<file path="config.mk">
export PLATFORM = sky130hd
export DESIGN_NAME = sync_fifo_mode
export DESIGN_NICKNAME = d
export VERILOG_FILES = /design/src/rtl/sync_fifo_pkg.sv /design/src/rtl/sync_fifo_ram.sv /design/src/rtl/sync_fifo_mode.sv
export SDC_FILE = /design/constraint.sdc
export NUM_CORES = 1
export LEC_CHECK = 0
export ABC_AREA = 1
export CAP_MARGIN = 15
export CELL_PAD_IN_SITES_DETAIL_PLACEMENT = 1
export CELL_PAD_IN_SITES_GLOBAL_PLACEMENT = 2
export CORE_UTILIZATION = 45
export CTS_BUF_LIST = sky130_fd_sc_hd__clkbuf_4 sky130_fd_sc_hd__clkbuf_8
export DETAILED_ROUTE_END_ITERATION = 8
export PLACE_DENSITY = 0.95
export SLEW_MARGIN = 20
export SYNTH_ARGS = -nofsm -noshare
export SYNTH_HDL_FRONTEND = slang
export SYNTH_SLANG_ARGS = --single-unit
</file>
<file path="constraint.sdc">
create_clock -name clk -period 3.3 [get_ports clk]
set_input_delay 0.33 -clock clk [delete_from_list [all_inputs] [get_ports clk]]
set_output_delay 0.33 -clock clk [all_outputs]
set_load 0.005 [all_outputs]
</file>
<file path="src/rtl/sync_fifo_pkg.sv">
// Shared types and constants for the single-clock mode-selectable FIFO.
//   fifo_mode_e  : read mode selector (standard registered read or first-word-fall-through)
//   PARITY_BITS  : extra storage bits per word, 1 when SYNC_FIFO_PARITY_EN is defined, else 0
//   level_width  : bits needed to hold an occupancy count of 0..depth
// Build option: SYNC_FIFO_PARITY_EN adds one even-parity bit per stored word.
package sync_fifo_pkg;

  typedef enum logic [0:0] {
    MODE_STD  = 1'b0,
    MODE_FWFT = 1'b1
  } fifo_mode_e;

`ifdef SYNC_FIFO_PARITY_EN
  localparam int unsigned PARITY_BITS = 1;
`else
  localparam int unsigned PARITY_BITS = 0;
`endif

  // Count of 0..depth inclusive needs one more bit than the address for power-of-two depths.
  function automatic int unsigned level_width(input int unsigned depth);
    return $clog2(depth + 1);
  endfunction

endpackage

</file>
<file path="src/rtl/sync_fifo_ram.sv">
// Simple dual-port storage: one write port, one registered read port.
//   clk_i, rst_ni   : clock and synchronous active-low reset (read register only)
//   clr_i           : synchronous clear of the read register
//   we_i/waddr_i/wdata_i : write port
//   re_i/raddr_i    : read request; rdata_o updates on the following edge and holds otherwise
// The array itself is never reset. A read and write to the same address in one cycle returns
// the old word.
module sync_fifo_ram #(
  parameter int unsigned Width = 8,
  parameter int unsigned AddrW = 4
) (
  input  logic             clk_i,
  input  logic             rst_ni,
  input  logic             clr_i,
  input  logic             we_i,
  input  logic [AddrW-1:0] waddr_i,
  input  logic [Width-1:0] wdata_i,
  input  logic             re_i,
  input  logic [AddrW-1:0] raddr_i,
  output logic [Width-1:0] rdata_o
);

  localparam int unsigned Depth = 2 ** AddrW;

  logic [Width-1:0] mem_q [Depth];
  logic [Width-1:0] rdata_q, rdata_d;

  always_ff @(posedge clk_i) begin
    if (we_i) begin
      mem_q[waddr_i] <= wdata_i;
    end
  end

  always_comb begin
    rdata_d = rdata_q;
    if (clr_i) begin
      rdata_d = '0;
    end else if (re_i) begin
      rdata_d = mem_q[raddr_i];
    end
  end

  always_ff @(posedge clk_i) begin
    if (!rst_n_low(rst_ni)) begin
      rdata_q <= '0;
    end else begin
      rdata_q <= rdata_d;
    end
  end

  function automatic logic rst_n_low(input logic r);
    return r;
  endfunction

  assign rdata_o = rdata_q;

endmodule

</file>
<file path="src/rtl/sync_fifo_mode.sv">
// Single-clock FIFO with selectable read mode, occupancy level, watermarks, flush and
// sticky error flags.
//   clk, rst_n (sync, active-low), clr (sync flush, keeps sticky flags)
//   wr_en/wr_data, full (level >= DEPTH-RESERVE), almost_full (level >= AF_LEVEL)
//   rd_en/rd_data, empty, has_data (= !empty), almost_empty (level <= AE_LEVEL)
//   level (0..DEPTH, counts the FWFT output word), overflow/underflow (sticky)
//   parity_err (sticky, only when SYNC_FIFO_PARITY_EN is defined)
// FWFT=1 uses the RAM read register as the output register and prefetches into it whenever
// it is empty or being popped, so back-to-back pops run at one word per cycle.
module sync_fifo_mode
  import sync_fifo_pkg::*;
#(
  parameter int unsigned DATA_WIDTH = 8,
  parameter int unsigned ADDR_WIDTH = 4,
  parameter int unsigned RESERVE    = 0,
  parameter int unsigned FWFT       = 0,
  parameter int unsigned AF_LEVEL   = (2 ** ADDR_WIDTH) - 2,
  parameter int unsigned AE_LEVEL   = 2
) (
  input  logic                  clk,
  input  logic                  rst_n,
  input  logic                  clr,
  input  logic                  wr_en,
  input  logic [DATA_WIDTH-1:0] wr_data,
  output logic                  full,
  output logic                  almost_full,
  input  logic                  rd_en,
  output logic [DATA_WIDTH-1:0] rd_data,
  output logic                  empty,
  output logic                  has_data,
  output logic                  almost_empty,
  output logic [ADDR_WIDTH:0]   level,
  output logic                  overflow,
  output logic                  underflow
`ifdef SYNC_FIFO_PARITY_EN
  ,
  output logic                  parity_err
`endif
);

  localparam int unsigned DEPTH  = 2 ** ADDR_WIDTH;
  localparam int unsigned PtrW   = ADDR_WIDTH + 1;
  localparam int unsigned LevelW = level_width(DEPTH);
  localparam int unsigned StoreW = DATA_WIDTH + PARITY_BITS;
  localparam fifo_mode_e  Mode   = (FWFT != 0) ? MODE_FWFT : MODE_STD;

  localparam logic [LevelW-1:0] DepthL = LevelW'(DEPTH);
  localparam logic [LevelW-1:0] FullL  = LevelW'(DEPTH - RESERVE);
  localparam logic [LevelW-1:0] AfL    = LevelW'(AF_LEVEL);
  localparam logic [LevelW-1:0] AeL    = LevelW'(AE_LEVEL);

  logic [PtrW-1:0]   wr_ptr_q, wr_ptr_d, rd_ptr_q, rd_ptr_d, mem_count;
  logic [LevelW-1:0] level_q, level_d;
  logic              full_q, full_d, af_q, af_d, empty_q, empty_d, ae_q, ae_d;
  logic              out_valid_q, out_valid_d;
  logic              overflow_q, overflow_d, underflow_q, underflow_d;
  logic              wr_accept, rd_accept, ram_we, ram_re;
  logic [StoreW-1:0] ram_wdata, ram_rdata;

  always_comb begin
    // Words still inside the RAM; in FWFT mode this excludes the word in the output register.
    mem_count = wr_ptr_q - rd_ptr_q;

    if (Mode == MODE_FWFT) begin
      rd_accept = rd_en && out_valid_q;
    end else begin
      rd_accept = rd_en && (level_q != '0);
    end
    wr_accept = wr_en && ((level_q < DepthL) || rd_accept);

    ram_we = wr_accept && !clr;
    if (Mode == MODE_FWFT) begin
      ram_re = !clr && (mem_count != '0) && (!out_valid_q || rd_accept);
    end else begin
      ram_re = rd_accept && !clr;
    end

    wr_ptr_d = clr ? '0 : wr_ptr_q + PtrW'(ram_we);
    rd_ptr_d = clr ? '0 : rd_ptr_q + PtrW'(ram_re);

    level_d = level_q;
    if (clr) begin
      level_d = '0;
    end else if (wr_accept && !rd_accept) begin
      level_d = level_q + LevelW'(1);
    end else if (!wr_accept && rd_accept) begin
      level_d = level_q - LevelW'(1);
    end

    out_valid_d = out_valid_q;
    if (Mode != MODE_FWFT || clr) begin
      out_valid_d = 1'b0;
    end else if (ram_re) begin
      out_valid_d = 1'b1;
    end else if (rd_accept) begin
      out_valid_d = 1'b0;
    end

    empty_d = (Mode == MODE_FWFT) ? !out_valid_d : (level_d == '0);
    full_d  = (level_d >= FullL);
    af_d    = (level_d >= AfL);
    ae_d    = (level_d <= AeL);

    // A flush swallows same-cycle requests, so they cannot raise the sticky flags either.
    overflow_d  = overflow_q  | (wr_en && !wr_accept && !clr);
    underflow_d = underflow_q | (rd_en && !rd_accept && !clr);
  end

  always_ff @(posedge clk) begin
    if (!rst_n) begin
      wr_ptr_q    <= '0;
      rd_ptr_q    <= '0;
      level_q     <= '0;
      full_q      <= 1'b0;
      af_q        <= 1'b0;
      empty_q     <= 1'b1;
      ae_q        <= 1'b1;
      out_valid_q <= 1'b0;
      overflow_q  <= 1'b0;
      underflow_q <= 1'b0;
    end else begin
      wr_ptr_q    <= wr_ptr_d;
      rd_ptr_q    <= rd_ptr_d;
      level_q     <= level_d;
      full_q      <= full_d;
      af_q        <= af_d;
      empty_q     <= empty_d;
      ae_q        <= ae_d;
      out_valid_q <= out_valid_d;
      overflow_q  <= overflow_d;
      underflow_q <= underflow_d;
    end
  end

  sync_fifo_ram #(
    .Width(StoreW),
    .AddrW(ADDR_WIDTH)
  ) u_ram (
    .clk_i  (clk),
    .rst_ni (rst_n),
    .clr_i  (clr),
    .we_i   (ram_we),
    .waddr_i(wr_ptr_q[ADDR_WIDTH-1:0]),
    .wdata_i(ram_wdata),
    .re_i   (ram_re),
    .raddr_i(rd_ptr_q[ADDR_WIDTH-1:0]),
    .rdata_o(ram_rdata)
  );

`ifdef SYNC_FIFO_PARITY_EN
  logic fresh_q, perr_now, parity_err_q;

  assign ram_wdata = {^wr_data, wr_data};
  // fresh_q marks the cycle a word has just left storage into the read register.
  assign perr_now   = fresh_q && (^ram_rdata);
  assign parity_err = parity_err_q | perr_now;

  always_ff @(posedge clk) begin
    if (!rst_n) begin
      fresh_q      <= 1'b0;
      parity_err_q <= 1'b0;
    end else begin
      fresh_q      <= ram_re;
      parity_err_q <= parity_err;
    end
  end
`else
  assign ram_wdata = wr_data;
`endif

  assign rd_data      = ram_rdata[DATA_WIDTH-1:0];
  assign level        = level_q;
  assign full         = full_q;
  assign almost_full  = af_q;
  assign empty        = empty_q;
  assign has_data     = !empty_q;
  assign almost_empty = ae_q;
  assign overflow     = overflow_q;
  assign underflow    = underflow_q;

endmodule

</file>
## Word-level counts from Yosys, hierarchy flattened

Memory sizes are Yosys's and may differ from the RTL's. A register that Yosys moved wholly into a read port is not among the register bits.
Index checks and enable logic that the tools add are counted.
W data, S select, Z words.

- $add $sub $neg: 4
- Order comparisons: 4
- Mux-type cells: 5
- Bitwise gates (word level): 3
- Reductions and logical operators: 18

Operators with widths:

| cell | number |
|---|---|
| $mux W5 | 3 |
| $add A5 B1 Y5 | 2 |
| $logic_and A1 B1 Y1 | 10 |
| $add A5 B1 Y5 const B | 1 |
| $ge A5 B4 Y1 const B | 1 |
| $ge A5 B5 Y1 const B | 1 |
| $le A5 B2 Y1 const B | 1 |
| $logic_not A5 Y1 | 1 |
| $lt A5 B5 Y1 const B | 1 |
| $reduce_bool A5 Y1 | 1 |
| $sub A5 B1 Y5 const B | 1 |
| $logic_not A1 Y1 | 4 |
| $mux W1 | 2 |
| $or A1 B1 Y1 | 2 |
| $reduce_or A2 Y1 | 1 |
| $logic_or A1 B1 Y1 | 1 |
| $not A1 Y1 | 1 |

- Bits in registers: 21
- Bits in writable memories: 128
- Output and inout bits: 20
- Logic and storage cells: 44
- Memories kept: 1

Memory list:

| memory | words | bits a word | read ports | clocked after Yosys merged registers in | write ports | RTL line | source |
|---|---|---|---|---|---|---|---|
| u_ram.mem_q | 16 | 8 | 1 | 1 | 1 | sync_fifo_ram.sv:25 | `logic [Width-1:0] mem_q [Depth];` |

## Depth between registers and ports, before layout

- Depth after elaboration: 10
- Mapped depth: 13

## Cells and area by module

Synthesis repeated with hierarchy kept, for this count alone.

- Cells, all modules: 638
- Area, all modules: 6,695.2 µm²

Modules (own cells, without submodules):

| module | times used | cells each | area an instance (µm²) | seq. area each (µm²) |
|---|---|---|---|---|
| sync_fifo_ram | 1 | 491 | 5,579.1 | 4,003.8 |
| sync_fifo_mode | 1 | 147 | 1,116.1 | 360.3 |

## Worst setup path before layout

OpenSTA, ideal clock, no wires.

- Path kind: register -> register
- Start: reg level_q[0], in the netlist level[0]
- End: reg rd_ptr_q[2]
- Data arrival time: 1,685 ps
- Setup slack: 1,488 ps
- Stages on the path, launching flop included: 12
- Path through: dfxtp_1 > inv_1 > ha_1 > nand3_4 > nand2_4 > inv_2 > nand2_1 > inv_2 > ha_1 > ha_1 > xnor2_1 > nor2_1

- Longest elaborated chain between the ends: 4

RTL lines:

| item | RTL line | source |
|---|---|---|
| start: declaration | sync_fifo_mode.sv:53 | `logic [LevelW-1:0] level_q, level_d;` |
| start signal: assignment | sync_fifo_mode.sv:124 | `level_q <= level_d;` |
| $reduce_bool A5 Y1 | sync_fifo_mode.sv:67 | `rd_accept = rd_en && (level_q != '0);` |
| $logic_and A1 B1 Y1 | sync_fifo_mode.sv:67 |  |
| $logic_and A1 B1 Y1 | sync_fifo_mode.sv:75 | `ram_re = rd_accept && !clr;` |
| $add A5 B1 Y5 | sync_fifo_mode.sv:79 | `rd_ptr_d = clr ? '0 : rd_ptr_q + PtrW'(ram_re);` |
| end signal: assignment | sync_fifo_mode.sv:123 | `rd_ptr_q <= rd_ptr_d;` |
| end: declaration | sync_fifo_mode.sv:52 | `logic [PtrW-1:0] wr_ptr_q, wr_ptr_d, rd_ptr_q, rd_ptr_d, mem_count;` |

Every way passes these cells.
A chain may end at the register's enable or synchronous reset.

## Worst setup path in the final report

- Start: reg level_q[4], in the netlist level[4]
- End: mem u_ram.mem_q[7][0], enable pin

- Longest elaborated chain between the ends: 7
- Elaborated cells on any way between the ends: 8
- Those cells by class: order compare: 1; mux: 2; reduce/logical: 5

RTL lines:

| item | RTL line | source |
|---|---|---|
| parallel branches: the longest is 2 deep, another holds $lt A5 B5 Y1 | -- |  |
| $logic_or A1 B1 Y1 (*) | sync_fifo_mode.sv:69 | `wr_accept = wr_en && ((level_q < DepthL) \|\| rd_accept);` |
| $logic_and A1 B1 Y1 (*) | sync_fifo_mode.sv:69 |  |
| $logic_and A1 B1 Y1 (*) | sync_fifo_mode.sv:71 | `ram_we = wr_accept && !clr;` |
| $mux W1 (*) | sync_fifo_ram.sv:29 | `if (we_i) begin` |
| $mux W1 (not written as such) (*) | sync_fifo_ram.sv:30 | `mem_q[waddr_i] <= wdata_i;` |
| end: declaration | sync_fifo_ram.sv:25 |  |

Every way passes the cells marked *.

==> flow_summary_export.csv <==
group,metric,value,unit
floorplanning,die_w,121,um
floorplanning,core,13800,sq um
setup_path,worstSetupPathType,"reg2reg",
floorplanning,die_h,121,um
cells_and_area,num-fill-cells,1448,
logic_synthesis,syn_area_per_cell,11.4,sq um
setup_path,cp_max_fo,8,
drt,drc,0,
drt,drtIter0Drc,667,
logic_synthesis,synth_fp_nets,577,
sta,slew_viol_final,0,
placed_design,dp_slack,0.521,ns
logic_synthesis,synth_top_area_share,0.605,
logic_synthesis,synth_edf_count,128,
floorplanning,start_util,0.459,
logic_synthesis,yosysMostFrequentCell,"nor2_1",
floorplanning,rows,43,
drt,drt_pass1_iterations,5,
sta,finalCritPeriodShare,0.715,
pwr,power_density,569,nW/um^2
placed_design,gp_congestion,0.844,
cts,clk_transition_reported_paths,0.08,ns
logic_synthesis,syn_area,6350,sq um
cts,cts_tree,"built",
drt,wire_per_inst,21.5,um
placed_design,dpl.hpwl,10800,um
placed_design,place_area,6810,sq um
global_route,antenna_found_initial,0,
sta,hold_viol_final,0,
cts,clk_latency,0.47,ns
floorplanning,io_pins,33,
sta,slew_headroom,0.319,
drt,routed_via_density,5.60,
pwr,max-vdd-ir-drop,0.000249,V
global_route,track_usage,0.249,
cts,holdBufCountCts,0,
logic_synthesis,yosys-top-cells-count,"132 x nor2_1, 128 x edfxtp_1, 64 x o21ai_0",
cells_and_area,drive_above_1_share,0.0885,
setup_path,endpoint_kind,"flip-flop",
global_route,grt_pass1_vias,4506,
placed_design,io_buffers,32,
drt,vias,4361,
sta,setup_ws,0.942,ns
logic_synthesis,yosysSeqAreaShare,0.687,
status,outcome,"complete, no violations",
logic_synthesis,synth_area_leader_cell,"edfxtp_1",
drt,antenna_left,0,
cts,ctsResizeCount,0,
sta,fin_tns_setup,0,ns
setup_path,worstSetupStartpointType,"flip-flop",
cts,htreeDepth,4,
logic_synthesis,ys_top_cells_by_area,"edfxtp_1 61%, dfxtp_1 8.2%, nor2_1 7.8%",
pwr,total_power,4.15,mW
sta,fin_skew,0.00970,ns
cells_and_area,finish.instance_area,7300,sq um
logic_synthesis,async_flop_share,0,
global_route,overflow,0,
logic_synthesis,synthCells,558,
setup_path,cp.arrival,2.46,ns
logic_synthesis,ys_ff_latch,154,
logic_synthesis,yosysWarnings,0,
drt,wirelength,16700,um
cts,cts_made_buffers,17,
cells_and_area,regArea,4370,sq um
sta,rsz0062_at_grt,"no",
run,maxCapViolCount,0,
cts,cts_setup_buffers,0,
floorplanning,dieArea,14600,sq um
sta,worst_pin_slew,1.02,ns
logic_synthesis,synth-main-ff-cell,"edfxtp_1",
cells_and_area,multiInputGateArea,1710,sq um
global_route,grt_first_pass_wirelength,25800,um
cells_and_area,diodes,0,
global_route,grt_max_degree,66,
cells_and_area,area_delta_synth_final,15.0,%
cells_and_area,layout.nets,605,
cts,cts-root-buf,"clkbuf_8",
setup_path,cp.required,3.40,ns
pwr,leakage,2.55,nW
logic_synthesis,synth.distinct_cells,28,
worst_hold_path,hp-class,"reg2reg",
cts,cts_buffer_depth,2,
sta,period_needed,2.36,ns
sta,fmax,0.424,GHz
sta,setup_viol,0,
cts,cts.sinks,154,
==> worst max-delay path, cell delays in order, from the launching register on <==
cell	delay, ns
dfxtp_1	0.38
inv_2	0.11
o21ai_1	0.09
nor2_1	0.34
nand3_1	0.43
nor2_1	0.64
==> final cells by class <==
class	count	share of cell area
clock buffers	18	0.0331
clock inverters	14	0.0343
inverters	38	0.0195
multi-input cells	339	0.234
flip-flops and latches	154	0.598
well taps	180	0.0309
repair buffers	36	0.0497
==> cell families after synthesis <==
logic type	count (synthesis)	synth area share
XOR/XNOR	6	0.00828
flip-flops	154	0.687
AND/OR/NAND/NOR	216	0.145
buffers and inverters	65	0.0432
AO/OA/AOI/OAI	111	0.104
adder cells (fa/ha/maj)	6	0.0118
==> final timing paths <==
check / start / endpoint / slack, ns / cells after the start
worst max register to register: level[4]$_SDFF_PN0_ / u_ram.mem_q[7][0]$_DFFE_PP_ / 0.94 / 5
worst min register to register: underflow$_SDFF_PN0_ / underflow$_SDFF_PN0_ / 0.47 / 2
worst min-delay path: underflow$_SDFF_PN0_ / underflow$_SDFF_PN0_ / 0.47 / 2
worst max-delay path: level[4]$_SDFF_PN0_ / u_ram.mem_q[7][0]$_DFFE_PP_ / 0.94 / 5
==> metal layers <==
metal / GRT usage / routed length [um]
met2: 0.397 / 8050
met1: 0.314 / 7080
met5: 0 / 0
met3: 0.0613 / 953
met4: 0.133 / 639
==> flip-flops by register name (all words and copies together), names as in the netlist, 4 cells and up <==
| register | cells |
|---|---|
| wr_ptr_q | 4 |
| u_ram.rdata_o | 8 |
| level | 5 |
| rd_ptr_q | 4 |
| u_ram.mem_q | 128 |
==> where the power goes <==
group | total [mW] | switching, mW | internal (mW)
combinational | 0.255 | 0.165 | 0.0902
clock | 1.76 | 0.706 | 1.05
sequential | 2.14 | 0.0156 | 2.12
==> metrics by stage <==
| step | utilization | instances | hold slack [ns] |
|---|---|---|---|
| final | 0.528 | 779 | 0.470 |
| after global routing | 0.528 | 779 | 0.498 |
| after CTS | 0.528 | 779 | 0.472 |
| after detailed placement | 0.492 | 747 | 0.452 |
| after global placement | 0.492 | 747 | 0.450 |
| after floorplan | - | 558 | 0.399 |
==> layout by cell type, fill, tap and decap left out, drive strengths merged <==
cell type,count
a21oi,2
a41oi,1
buf,4
bufinv,7
clkbuf,18
clkdlybuf4s50,32
clkinv,7
clkinvlp,1
dfxtp,26
edfxtp,128
ha,6
inv,37
nand2,42
nand3,39
nor2,135
o211ai,20
o21ai,73
o21bai,2
o221ai,12
o31ai,1
xnor2,4
xor2,2
(Power assumes the default switching activity.)
